## src/rtl/gray_updown_counter_pkg.sv

```systemverilog
// Shared constants and the binary-to-Gray helper used by the counter blocks.
package gray_updown_counter_pkg;

  localparam int unsigned DEFAULT_WIDTH = 4;
  localparam int unsigned MAX_WIDTH     = 16;

  // Gray code of a binary word; narrower callers zero-extend into MAX_WIDTH.
  function automatic logic [MAX_WIDTH-1:0] bin2gray_f(input logic [MAX_WIDTH-1:0] bin);
    return bin ^ (bin >> 1);
  endfunction

endpackage

```

## src/rtl/gray_updown_counter_bin2gray.sv

```systemverilog
// Combinational binary-to-Gray converter, WIDTH bits wide.
module bin2gray
  import gray_updown_counter_pkg::*;
#(
  parameter int unsigned WIDTH = DEFAULT_WIDTH
) (
  input  logic [WIDTH-1:0] bin_i,
  output logic [WIDTH-1:0] gray_o
);

  logic [MAX_WIDTH-1:0] gray_full;

  assign gray_full = bin2gray_f(MAX_WIDTH'(bin_i));
  assign gray_o    = gray_full[WIDTH-1:0];

endmodule

```

## src/rtl/gray_updown_counter.sv

```systemverilog
// Up/down binary counter with registered Gray output, terminal count and wrap pulse.
module gray_updown_counter #(
  parameter int unsigned WIDTH = gray_updown_counter_pkg::DEFAULT_WIDTH
) (
  input  logic             Clock,
  input  logic             Reset,
  input  logic             Enable,
  input  logic             Up,
  input  logic             Load,
  input  logic [WIDTH-1:0] LoadValue,
  output logic [WIDTH-1:0] Q,
  output logic [WIDTH-1:0] G,
  output logic             TC,
  output logic             Wrap
);

  logic [WIDTH-1:0] q_q;
  logic [WIDTH-1:0] q_d;
  logic [WIDTH-1:0] g_q;
  logic [WIDTH-1:0] g_d;
  logic             wrap_q;
  logic             wrap_d;
  logic             at_bound;
  logic             tc_c;

  // Terminal count: the enabled, non-load edge that will wrap the counter.
  always_comb begin
    at_bound = 1'b0;
    if (Up) begin
      at_bound = (q_q == {WIDTH{1'b1}});
    end else begin
      at_bound = (q_q == {WIDTH{1'b0}});
    end
    tc_c = Enable & ~Load & at_bound;
  end

  // Next count: load beats enable, enable beats hold.
  always_comb begin
    q_d    = q_q;
    wrap_d = tc_c;
    if (Load) begin
      q_d = LoadValue;
    end else if (Enable) begin
      if (Up) begin
        q_d = q_q + WIDTH'(1);
      end else begin
        q_d = q_q - WIDTH'(1);
      end
    end
  end

  // Gray is derived from the next count so it updates on the same edge as Q.
  bin2gray #(
    .WIDTH (WIDTH)
  ) u_bin2gray (
    .bin_i  (q_d),
    .gray_o (g_d)
  );

  always_ff @(posedge Clock) begin
    if (Reset) begin
      q_q    <= '0;
      g_q    <= '0;
      wrap_q <= 1'b0;
    end else begin
      q_q    <= q_d;
      g_q    <= g_d;
      wrap_q <= wrap_d;
    end
  end

  assign Q    = q_q;
  assign G    = g_q;
  assign TC   = tc_c;
  assign Wrap = wrap_q;

endmodule

```

## config.mk

```make
export PLATFORM = sky130hd
export DESIGN_NAME = gray_updown_counter
export DESIGN_NICKNAME = d
export VERILOG_FILES = /design/src/rtl/gray_updown_counter_pkg.sv /design/src/rtl/gray_updown_counter_bin2gray.sv /design/src/rtl/gray_updown_counter.sv
export SDC_FILE = /design/constraint.sdc
export NUM_CORES = 1
export LEC_CHECK = 0
export ABC_AREA = 1
export CORE_AREA = 2 2 39 41
export DETAILED_ROUTE_END_ITERATION = 8
export DIE_AREA = 0 0 41 43
export PLACE_DENSITY = 0.68
export SLEW_MARGIN = 20
export SYNTH_ARGS = -nofsm -noshare
export SYNTH_HDL_FRONTEND = slang
export SYNTH_SLANG_ARGS = --single-unit
```

## constraint.sdc

```tcl
create_clock -name Clock -period 1.45 [get_ports Clock]
set_input_delay 0.2175 -clock Clock [delete_from_list [all_inputs] [get_ports Clock]]
set_output_delay 0.2175 -clock Clock [all_outputs]
set_load 0.01 [all_outputs]
```

==> key figures <==
Yosys
  • Prevailing post-synth register cell: dfxtp_1
  • #FFs+latches synth: 8
  • Synthesized cell area: 479 um2
  • Commonest cells in the netlist: 21 x nand2_1, 8 x dfxtp_1, 7 x nor2_1
  • Yosys warns: 0
  • Post-synth top area share: 0.334
  • Most frequent cell after synthesis: nand2_1
  • Post-synth ARST share: 0
  • Mapped Avg Cell Area: 6.95 um2
  • Syn nets: 81
  • Seq/Total Area, Yosys: 0.334
  • Yosys top cell by area: dfxtp_1
  • Top cells by area, synth: dfxtp_1 33%, nand2_1 16%, nor2_1 5.5%
  • Post-Syn Instances: 69
  • Distinct cells, synth: 21
  • Post-synth EDFFs: 0

Setup path
  • Data arrival, critical path: 1.68 ns
  • Crit path launch type: register
  • CP max-delay cell: fa_2
  • Slowest stage delay, CP: 0.56 ns
  • Critical path class: register to register
  • Crit-path leading delay family: adder cells
  • Cell Chain, Critical Path: buf_6 -> fa_2 -> nand2_2 -> nand3_2 -> o21ai_2 -> nor2_2 -> nand2_1 -> o21ai_1
  • Worst EP required: 1.64 ns
  • CP Max Fanout: 3
  • Critical path buffers and inverters: 1
  • CP Capture Type: register

Global route
  • Initial antenna violation count: 0
  • Most Crowded Layer GR: met2
  • Pin count of the biggest net entering global routing: 8
  • M1 GR Usage: 0.182
  • Vias in the first global route: 495
  • Met3 Track Usage GR: 0.0314
  • Met2 Use GR: 0.278
  • First-pass GRT wire length: 1930 um
  • Total track usage: 0.170
  • Gr ovfl total: 0

Clocking
  • H-tree depth: 1
  • CTS tree: yes
  • Worst-path clk slew: 0.05 ns
  • Clock Sinks: 8
  • # hold bufs at CTS: 0
  • Clk Latency, worst-skew pair: 0.26 ns
  • CTS buffer count: 3
  • Longest Clk Path Bufs: 2
  • Root Driver: clkbuf_4

Power
  • Gate power share: 0.374
  • Power, Total: 0.689 mW
  • Sequential share of power: 0.375
  • Clk pwr share: 0.251
  • Max VDD drop: 440 uV
  • P per Cell Area: 819 nW/um2
  • Leakage: 0.389 nW
  • Int Pwr: 0.476 mW
  • Switching power: 0.212 mW
  • Sw Share: 0.308

Outcome
  • Failing checks: setup timing
  • Status: finished, violations left

Drt
  • Initial DRC count: 11
  • Vias per cell: 4.63
  • ANT nets after route: 0
  • WL per Instance: 10.9 um
  • Routed WL: 1280 um
  • DRC viols: 0
  • Initial DRT Pass Iterations: 4
  • Via Count: 546

Final layout
  • # diodes: 0
  • Register area: 170 um2
  • Fillers: 130
  • Synth-to-Final Area Change: 75.5%
  • Non-Filler Instances: 118
  • Fin util: 0.608
  • Multi-input gate area: 332 um2
  • Post-layout net count: 116
  • Share of cells above drive strength 1: 0.373

Floorplanning
  • Starting Density: 0.346
  • Core Area: 1380 um2
  • Cell row count: 14
  • Number of I/O pins: 19
  • DIE HEIGHT: 43 um
  • Die area: 1760 um2
  • Die W: 41 um

Timing
  • RSZ-0062 raised after global routing: true
  • Final setup viols: 4
  • Final min period: 1.49 ns
  • Worst slew pin tran: 0.346 ns
  • Max Clock Skew: 0.00182 ns
  • Fin. max-slew vios: 0
  • Max_slew headroom: 0.767
  • Final Hold Viols: 0
  • Highest clock rate: 673 MHz
  • Worst setup margin: -0.0354 ns
  • Setup TNS: -0.109 ns
  • Period utilization: 1.02
  • Hold Slack: 0.620 ns

Placement
  • Port buffer count: 18
  • Final Wtd Congestion: 0.732
  • Post-DP HPWL: 984 um
  • DP Cell Count: 113

Min path
  • Hold Path Class: input pin to register

Run
  • Max Cap Viol: 0
kinds of logic (layout without fill, tap and decap cells):
kind of cell	count (synthesis)	after routing	synth area share
and+or+nand+nor	40	40	0.363
AOI/OAI and AO/OA	10	10	0.128
DFF	8	8	0.334
buffers and inverters	7	40	0.0627
adders and majority gates	3	3	0.0940
xor gates and xnor gates	1	1	0.0183
metal layers:
layer  part of all wire  up-vias
li1                   -      285
met1               0.40      244
met2               0.55       15
met3              0.044        2
met4              0.010        0
met5                  0        -
layout make-up:
class,count,share of cell area
Clock buffer,3,0.0268
Inverter,6,0.0268
Multi-Input combinational cell,54,0.394
Sequential cell,8,0.202
Tap cell,16,0.0238
Timing Repair Buffer,31,0.326
registers in the layout, summed over array words and instances, names as in the netlist:
name,flops
G,3
Q,4
Wrap,1
path summary, 6_finish.rpt:
kind,start,endpoint,slack (ns),depth (start not counted)
hold / removal,Enable,Wrap,0.62,3
setup / recovery,Q[0],G[0],-0.04,8
hold reg to reg,Q[2],Wrap,0.71,2
setup reg to reg,Q[0],G[0],-0.04,8
worst min-delay path, cell delays in order:
cell	delay [ns]
clkdlybuf4s50_1	0.43
nand2_1	0.12
nor4_1	0.06
cells in the final DEF (no fill, tap or decap), types with 2 or more instances in the layout:
cell type,n
a21oi_1,4
o21ai_1,2
dlygate4sd2_1,5
dfxtp_4,2
o21ai_2,2
nor2_2,2
nand2_2,3
ha_4,2
clkbuf_4,3
or2_1,2
dfxtp_2,2
clkdlybuf4s50_1,12
buf_6,2
inv_2,3
inv_1,3
nor2_1,7
nand3_1,3
dfxtp_1,4
nand2_1,19
buf_4,11
stage by stage:
| stage | area, um2 | worst slack, ns |
|---|---|---|
| CTS | 781 | -0.0627 |
| global route | 841 | -0.0917 |
| floorplan | 479 | 0.0433 |
| detailed placement | 754 | -0.421 |
| finish | 841 | -0.0354 |
| global placement | 754 | -0.397 |
repair_timing:
| item | in CTS | in global routing |
|---|---|---|
| resized for setup | 14 | 11 |
| endpoints found under the setup margin | 12 | 6 |
| setup buffers | 0 | 2 |
| pin swaps | 4 | 11 |
| cloned | 0 | 0 |
power by group through the flow:
stage	Combinational (mW)	Clock (mW)	Sequential, mW
2_1_floorplan	0.0990	0	0.273
3_3_place_gp	0.233	0	0.259
3_5_place_dp	0.240	0	0.260
4_1_cts	0.234	0.179	0.258
5_1_grt	0.280	0.192	0.261
6_report	0.257	0.173	0.258
(Power assumes the default switching activity.)
